<file path="src/rtl/ctrl_pkg.sv">
// Shared control types for the I2S receive path: bus standard, sizes, control word
// and the framer state encoding.
package ctrl_pkg;

  localparam int unsigned FLEN16 = 16;
  localparam int unsigned FLEN32 = 32;
  localparam int unsigned LENW   = 6;

  typedef enum logic [1:0] {I2S = 2'd0, MSB = 2'd1, LSB = 2'd2} standard_t;
  typedef enum logic [1:0] {WSZ16 = 2'd0, WSZ24 = 2'd1, WSZ32 = 2'd2} word_size_t;
  typedef enum logic {FSZ16 = 1'b0, FSZ32 = 1'b1} frame_size_t;

  typedef struct packed {
    standard_t   standard;
    word_size_t  word_size;
    frame_size_t frame_size;
    logic        stereo;
    logic        mute;
    logic        stop;
  } OP_t;

  typedef enum logic [1:0] {IDLE = 2'd0, SYNC = 2'd1, RUN = 2'd2} rxf_state_t;

  function automatic logic [LENW-1:0] frame_len(input frame_size_t f);
    return (f == FSZ32) ? LENW'(FLEN32) : LENW'(FLEN16);
  endfunction

  // Word length clipped to the frame length.
  function automatic logic [LENW-1:0] word_len(input word_size_t w, input frame_size_t f);
    logic [LENW-1:0] n;
    case (w)
      WSZ16:   n = LENW'(16);
      WSZ24:   n = LENW'(24);
      default: n = LENW'(32);
    endcase
    return (n > frame_len(f)) ? frame_len(f) : n;
  endfunction

endpackage

</file>
<file path="src/rtl/ws_edge_det.sv">
// WS history and edge detection; the I2S standard compares one cycle later to
// absorb its one-bit data delay.
module ws_edge_det
  import ctrl_pkg::*;
(
  input  logic      sclk,
  input  logic      rst_,
  input  logic      ws,
  input  standard_t standard,
  output logic      ws_edge_c,
  output logic      new_ch_c
);

  logic ws_q, ws_q2;

  always_ff @(posedge sclk or negedge rst_) begin
    if (!rst_) begin
      ws_q  <= 1'b0;
      ws_q2 <= 1'b0;
    end else begin
      ws_q  <= ws;
      ws_q2 <= ws_q;
    end
  end

  assign ws_edge_c = (standard == I2S) ? (ws_q != ws_q2) : (ws != ws_q);
  assign new_ch_c  = (standard == I2S) ? ws_q : ws;

endmodule

</file>
<file path="src/rtl/i2s_rx_framer.sv">
// I2S receive framer: tracks WS framing, deserializes the capture window of each
// channel slot and pushes the word, tagged left/right, into the receive buffer.
module i2s_rx_framer
  import ctrl_pkg::*;
#(
  parameter int unsigned WIDTH = 32,
  parameter int unsigned CNTW  = 6
) (
  input  logic             sclk,
  input  logic             rst_,
  input  logic             ws,
  input  logic             sd,
  input  OP_t              OP,
  input  logic             fifo_full,
  output logic [WIDTH-1:0] dout,
  output logic             ch,
  output logic             wr_en,
  output logic             overrun,
  output logic             frame_err
);

  localparam logic [CNTW-1:0] ONE = CNTW'(1);

  rxf_state_t       state, state_nxt;
  logic [CNTW-1:0]  cnt, cnt_nxt, f_q, w_q, f_c, w_c, slot_c, first_c, last_c;
  standard_t        std_q, std_c;
  logic             stereo_q, mute_q, stereo_c, mute_c, ch_q;
  logic [WIDTH-2:0] sh;
  logic [WIDTH-1:0] word_c;
  logic             ws_edge_c, new_ch_c, live_c, start_c, err_c;
  logic             cur_ch_c, in_win_c, push_c;

  // Latched configuration applies in RUN; the sync cycle itself uses the live word.
  assign std_c    = (state == RUN) ? std_q    : OP.standard;
  assign f_c      = (state == RUN) ? f_q      : CNTW'(frame_len(OP.frame_size));
  assign w_c      = (state == RUN) ? w_q      : CNTW'(word_len(OP.word_size, OP.frame_size));
  assign stereo_c = (state == RUN) ? stereo_q : OP.stereo;
  assign mute_c   = (state == RUN) ? mute_q   : OP.mute;

  ws_edge_det u_ws_edge_det (
    .sclk      (sclk),
    .rst_      (rst_),
    .ws        (ws),
    .standard  (std_c),
    .ws_edge_c (ws_edge_c),
    .new_ch_c  (new_ch_c)
  );

  always_ff @(posedge sclk or negedge rst_) begin
    if (!rst_) state <= IDLE;
    else       state <= state_nxt;
  end

  // cnt holds the previous slot; slot_c is the slot being sampled this cycle.
  always_comb begin
    state_nxt = state;
    cnt_nxt   = cnt;
    slot_c    = '0;
    live_c    = 1'b0;
    start_c   = 1'b0;
    err_c     = 1'b0;
    case (state)
      IDLE: state_nxt = SYNC;
      SYNC: begin
        if (ws_edge_c && !new_ch_c) begin
          state_nxt = RUN;
          cnt_nxt   = '0;
          live_c    = 1'b1;
          start_c   = 1'b1;
        end
      end
      RUN: begin
        if (cnt == f_c - ONE) begin
          if (ws_edge_c) begin
            cnt_nxt = '0;
            live_c  = 1'b1;
          end else begin
            err_c     = 1'b1;
            state_nxt = SYNC;
          end
        end else if (ws_edge_c) begin
          err_c     = 1'b1;
          state_nxt = SYNC;
        end else begin
          cnt_nxt = cnt + ONE;
          slot_c  = cnt + ONE;
          live_c  = 1'b1;
        end
      end
      default: state_nxt = IDLE;
    endcase
    if (OP.stop) state_nxt = IDLE;
  end

  assign cur_ch_c = (live_c && slot_c == '0) ? new_ch_c : ch_q;
  assign first_c  = (std_c == LSB) ? f_c - w_c : '0;
  assign last_c   = (std_c == LSB) ? f_c - ONE : w_c - ONE;
  assign in_win_c = live_c && (slot_c >= first_c) && (slot_c <= last_c);
  assign word_c   = (slot_c == first_c) ? WIDTH'(sd) : {sh, sd};
  assign push_c   = in_win_c && (slot_c == last_c) && (stereo_c || !cur_ch_c);

  always_ff @(posedge sclk or negedge rst_) begin
    if (!rst_) begin
      cnt       <= '0;
      f_q       <= '0;
      w_q       <= '0;
      std_q     <= I2S;
      stereo_q  <= 1'b0;
      mute_q    <= 1'b0;
      ch_q      <= 1'b0;
      sh        <= '0;
      dout      <= '0;
      ch        <= 1'b0;
      wr_en     <= 1'b0;
      overrun   <= 1'b0;
      frame_err <= 1'b0;
    end else begin
      cnt <= cnt_nxt;
      if (start_c) begin
        f_q      <= f_c;
        w_q      <= w_c;
        std_q    <= OP.standard;
        stereo_q <= OP.stereo;
        mute_q   <= OP.mute;
      end
      if (live_c)   ch_q <= cur_ch_c;
      if (in_win_c) sh   <= word_c[WIDTH-2:0];
      wr_en     <= push_c && !fifo_full;
      overrun   <= push_c && fifo_full;
      frame_err <= err_c;
      if (push_c && !fifo_full) begin
        dout <= mute_c ? '0 : word_c;
        ch   <= cur_ch_c;
      end
    end
  end

endmodule

</file>
<file path="config.mk">
export PLATFORM = sky130hd
export DESIGN_NAME = i2s_rx_framer
export DESIGN_NICKNAME = d
export VERILOG_FILES = /design/src/rtl/ctrl_pkg.sv /design/src/rtl/ws_edge_det.sv /design/src/rtl/i2s_rx_framer.sv
export SDC_FILE = /design/constraint.sdc
export NUM_CORES = 1
export LEC_CHECK = 0
export CORE_MARGIN = 2
export CORE_UTILIZATION = 49
export CTS_CLUSTER_SIZE = 14
export DETAILED_ROUTE_END_ITERATION = 10
export PLACE_DENSITY = 0.82
export SYNTH_ARGS = -nofsm -noshare
export SYNTH_HDL_FRONTEND = slang
export SYNTH_SLANG_ARGS = --single-unit
</file>
<file path="constraint.sdc">
create_clock -name sclk -period 5.57 [get_ports sclk]
set_input_delay 1.114 -clock sclk [delete_from_list [all_inputs] [get_ports sclk]]
set_output_delay 1.114 -clock sclk [all_outputs]
set_load 0.02 [all_outputs]
</file>
Yosys cells after proc, flatten, opt, wreduce, memory -nomap -nowiden:

Index checks and enable logic that the tools add are counted.

* add/subtract/negate cells: 4
* equality and inequality tests: 15
* order comparisons: 3
* reductions and logical operators: 19
* muxes and demuxes: 37

Operators by type and width (number)
* 2-to-1 mux 6 bit: 13
* 2-to-1 mux 32 bit: 2
* case mux 6 bit (2 select lines): 2
* == test 6 bit: 3
* 2-to-1 mux 1 bit: 12
* 2-to-1 mux 2 bit: 6
* subtractor 6 x 1 -> 6 bit (second input constant): 2
* logical AND 1 bit: 8
* adder 6 x 1 -> 6 bit (second input constant): 1
* greater-or-equal comparator 6 bit: 1
* > comparator 6 bit: 1
* <= comparator 6 bit: 1
* logical NOT 2 bit: 3
* logical NOT 6 bit: 1
* inequality test 3 bit (second input constant): 2
* case mux 2 bit (3 select lines): 1
* subtractor 6 bit: 1
* == test 2 x 1 -> 1 bit (second input constant): 2
* == test 2 bit (second input constant): 2
* inequality test 4 x 3 -> 1 bit (second input constant): 1
* inequality test 4 bit (second input constant): 1
* AND reduction 4 bit: 1
* logical NOT 1 bit: 3
* inequality test 3 x 2 -> 1 bit (second input constant): 1
* 6 further kinds: 7

* input bits: 13
* logic and storage cells: 94
* register bits: 94

Logic depth before layout (Yosys ltp):

* word-level depth: 14
* gate-level depth with buffers: 24
* mapped depth without buffers: 21

Hierarchy:

A second synthesis with hierarchy kept.

* cells, all modules: 531
* area total of the unflattened synthesis: 5121.2 um^2

By module, submodules not included
* i2s_rx_framer: area an instance 5034.8 um^2, sequential area each 2302.2 um^2, instances 1, cells each 525
* ws_edge_det: area an instance 86.3 um^2, sequential area each 50.0 um^2, instances 1, cells each 6

Worst setup path after synthesis:

No wires, ideal clock.

* path type: flip-flop to flip-flop
* start: register state[0]
* end: register dout[0]
* stages on the path, launching flop included: 22
* path buffers: 4
* required time: 5491 ps
* setup slack: 879 ps
* arrival: 4612 ps
* setup time: 79 ps
* cells stage by stage: dfrtp_1 -> inv_1 -> ha_1 -> buf_6 -> clkbuf_1 -> clkbuf_1 -> nand2_1 -> ha_1 -> xor3_1 -> and3_1 -> nand4_4 -> nand3_1 -> or2_2 -> ha_1 -> nand2b_1 -> a21oi_1 -> nor2_1 -> nor2_1 -> a21o_1 -> a2111oi_4 -> buf_6 -> mux2i_1

* word-level cells in the longest chain between the ends: 14
* elaborated cells between the ends (all ways): 41
* those cells by class: 3 x add/sub; 2 x order compare; 5 x eq/ne; 19 x mux; 12 x reduce/logical

Ends and longest elaborated chain
* from (decl): line i2s_rx_framer.sv:24 `rxf_state_t state, state_nxt;`
* from (signal assigned): line i2s_rx_framer.sv:51 `else state <= state_nxt;`
* parallel branches: the longest is 14 deep, another holds subtractor 6 x 1 -> 6 bit
* to (signal assigned): line i2s_rx_framer.sv:132 `dout <= mute_c ? '0 : word_c;`
* to (decl): line i2s_rx_framer.sv:15 `output logic [WIDTH-1:0] dout,`

Several ways; the timed one is not identified.
A chain may end at the register's enable or synchronous reset.

Worst setup path after layout:

* start: input OP[3] (netlist name)
* end: register dout[8]

* word-level cells in the longest chain between the ends: 13
* elaborated cells between the ends (all ways): 31
* those cells by class: 3 x add/sub; 3 x order compare; 3 x eq/ne; 13 x mux; 9 x reduce/logical

Ends and longest elaborated chain
* from (decl): line i2s_rx_framer.sv:13 `input OP_t OP,`
* 2-to-1 mux 6 bit (*): line ctrl_pkg.sv:25 `return (f == FSZ32) ? LENW'(FLEN32) : LENW'(FLEN16);`
* 2-to-1 mux 6 bit (*): line i2s_rx_framer.sv:35 `assign f_c = (state == RUN) ? f_q : CNTW'(frame_len(OP.frame_size));`
* named net f_c[4]: line i2s_rx_framer.sv:25 `logic [CNTW-1:0] cnt, cnt_nxt, f_q, w_q, f_c, w_c, slot_c, first_c, last_c;`
* parallel branches: the longest is 11 deep, another holds subtractor 6 x 1 -> 6 bit

Mark *: on every way through the listed nets, which the timed path passes.

==> metrics.txt <==
Inserted Clock Buffers 9; Tot GR Track Use 0.208; CTS tree built; Worst-path clk slew 0.09 ns; P per Cell Area 351 nW/um^2; fin. max-slew vios 0; number of cells after detailed placement ~740; Die H 108 um; footprint of the multi-input gates 2530 sq um; setup violators final 0; Buffers on Ports between 40 and 50; Worst EP required 5.86 ns; Netlist cell types 59; Leakage 2.88 nW; flops & latches, synth 94; die area 11700 sq um; die width about 110 um; worst path arrival time 5.03 ns; worst reg2reg path depth 18; share of layout cells above drive strength 1 0.0799; Mapped Cells 567; root buf cell clkbuf_8; crit path launch type input pin; H-tree depth 3; number of standard cells in the final layout excluding fillers 753; Critical path buffers and inverters 2; YS warnings 0; Mapped Area 5320 sq um; Hold Path Stages 0; beginning of the critical path OP[3]; total core area 10700 sq um; Register Area 2350 sq um; post-synthesis sequential area ratio 0.442; status complete, no violations; CTS Hold Bufs 0; Crit Path Class in -> reg; final RePlAce weighted congestion 0.859; Fmax achieved 211 MHz; Hold Crit Start u_ws_edge_det.ws_q; slowest stage delay, CP 0.53 ns; family with the most delay on the worst path simple AND/OR/NAND/NOR gates; clk_lat worst skew 0.37 ns; final setup TNS 0 ns; initial drt markers roughly 180; antenna diode count 0; Detail Route Antenna Nets 0; DRC violations left 0; routed via count 3981; Area growth, synth to finish 16.1%; Setup Skew 0.00696 ns; Fillers just over 900; CTS sink cnt 94; Avg Cell Area, Syn 9.39 sq um; maximum fanout along the worst path 21; GRT overflow 0; drt wl/cell approximately 15 um; Worst Setup End Kind flip-flop; r2r startpoint state[0]; drt via density 5.29; Rel. slew slack 0.518; 1st-pass router iterations 5; minimum clock period 4.74 ns; PnR Total Power 2.17 mW; final number of hold-violating endpoints 0; CP most frequent cell nor2_1; slowest stage cell, crit path clkdlybuf4s50_1; FP Rows 38; Worst R2R End dout[8]; setup repair bufs after CTS 0; R2R Setup Slk between 0.8 and 0.9 ns; final period utilization 0.852; HP Class reg -> reg; Max VDD drop ~0.16 mV; number of max-cap violations 0; CTS resizes 0; initial antenna violation count 0; Worst Hold Endpoint u_ws_edge_det.ws_q2; CTS Buffer Depth 2; Core Util, Final 0.578; syn nets a little over 600; Least-Margin Pin Slew 0.723 ns; RSZ-0062 raised after global routing false; vias in the first global route around 4000; number of enable flip-flop cells after synthesis 0; worst path cell trace clkdlybuf4s50_1 > nor2b_2 > nor2_8 > xnor3_1 > nand4_4 > nand3_1 > or2_2 > ha_1 > nand2b_1 > a21oi_1 > nor2_1 > nor2_1 > a21o_1 > a2111oi_4 > buf_4 > mux2i_1; Post-synth ARST share 1.00; NumNets Final 648; DP Wirelength 8.02 mm; initial core utilization 0.498; largest net degree at the start of global routing 59; Top FF cell, synth dfrtp_1; routed wire length 11.3 mm; first-pass GRT wire length 19.2 mm; IO Pins between 40 and 50
[power breakdown]
group	switching, mW	total, mW	internal [mW]
Combinational	0.421	0.680	0.259
Sequential	0.128	0.962	0.834
Clock	0.257	0.530	0.273
[per-layer routing]
| layer | vias to the layer above | part of all wire | global-route usage |
|---|---|---|---|
| met5 | - | 0 | 0 |
| met3 | 17 | 0.042 | 0.0362 |
| met4 | 0 | 0.018 | 0.0797 |
| met1 | 1928 | 0.43 | 0.263 |
| li1 | 1948 | - | - |
| met2 | 88 | 0.51 | 0.356 |
[worst max path at each step]
stage	cells after the start	slack [ns]	end
6_report	16	0.83	dout[8]
5_1_grt	18	0.42	sh[15]
4_1_cts	16	0.81	dout[31]
3_5_place_dp	16	0.44	dout[31]
3_3_place_gp	17	0.54	ch
2_1_floorplan	21	0.88	dout[0]
[cell usage after synthesis (all sizes together), types with 2 or more instances]
cell / n / area share
o31ai: 4 / 0.0056
ha: 26 / 0.061
mux2: 5 / 0.012
dfrtp: 94 / 0.44
and2: 4 / 0.0047
a2111oi: 2 / 0.0068
xor2: 10 / 0.016
nand4: 4 / 0.0075
nand2: 75 / 0.053
nor3: 3 / 0.0038
mux2i: 39 / 0.076
a21oi: 9 / 0.0085
nand3b: 2 / 0.0028
nor2b: 12 / 0.016
and4: 2 / 0.0033
and3: 6 / 0.0071
o21a: 2 / 0.0028
nand2b: 3 / 0.0035
o21ai: 57 / 0.054
buf: 6 / 0.011
inv: 82 / 0.058
a31oi: 2 / 0.0024
o211ai: 2 / 0.0028
clkbuf: 23 / 0.016
a21bo: 2 / 0.0038
nand3: 37 / 0.035
o221ai: 2 / 0.0033
xnor2: 13 / 0.025
a211oi: 2 / 0.0028
nor2: 21 / 0.019
[worst register-to-register path: stages, from the launching register on]
cell	delay (ns)
dfrtp_1	0.43
inv_1	0.13
ha_1	0.42
nand2_1	0.24
ha_1	0.29
xor3_1	0.36
and3_1	0.19
nand4_4	0.17
nand3_1	0.22
or2_2	0.36
ha_1	0.30
nand2b_1	0.10
a21oi_1	0.06
nor2_1	0.08
nor2_1	0.04
a21o_1	0.24
a2111oi_4	0.36
buf_4	0.39
mux2i_1	0.26
[sequential cells by signal, indices dropped and copies added (netlist names)]
name                 count
wr_en                    1
sh                      31
frame_err                1
u_ws_edge_det.ws_q2      1
w_q                      6
ch                       1
stereo_q                 1
std_q                    2
dout                    32
state                    2
mute_q                   1
ch_q                     1
cnt                      6
f_q                      6
u_ws_edge_det.ws_q       1
overrun                  1
[layout by cell type (no fill, tap or decap), types with 6 or more instances in the layout]
cell	n
xor2_1	10
nor2_1	19
nand3_1	37
mux2i_1	38
a21oi_1	8
o21ai_0	42
nor2b_1	10
inv_1	82
buf_4	11
o21ai_1	15
ha_1	26
nand2_1	75
xnor2_1	12
and3_1	6
dfrtp_1	94
clkdlybuf4s50_1	47
clkbuf_8	10
[cell type report]
cell class                 instances  area share
multi-input combinational        362       0.409
clock buffer                      10      0.0223
tap                              140      0.0284
clock inverter                     6      0.0166
sequential                        94       0.381
inverter                          82      0.0498
timing repair buffer              59      0.0928
[through the flow]
stage	hold WS, ns	area (sq um)	setup WS [ns]
2_1_floorplan	0.354	5320	0.879
3_3_place_gp	0.362	5940	0.543
3_5_place_dp	0.364	5940	0.440
4_1_cts	0.386	6180	0.814
5_1_grt	0.412	6180	0.416
6_report	0.387	6180	0.827
[logic make-up after synthesis]
group | synth area share
muxes | 0.0877
buffers and inverters | 0.0849
adders and majority gates | 0.0649
xor gates and xnor gates | 0.0501
AOI/OAI and AO/OA | 0.105
DFF | 0.442
and+or+nand+nor | 0.165
Power figures use the tool's default switching activity.
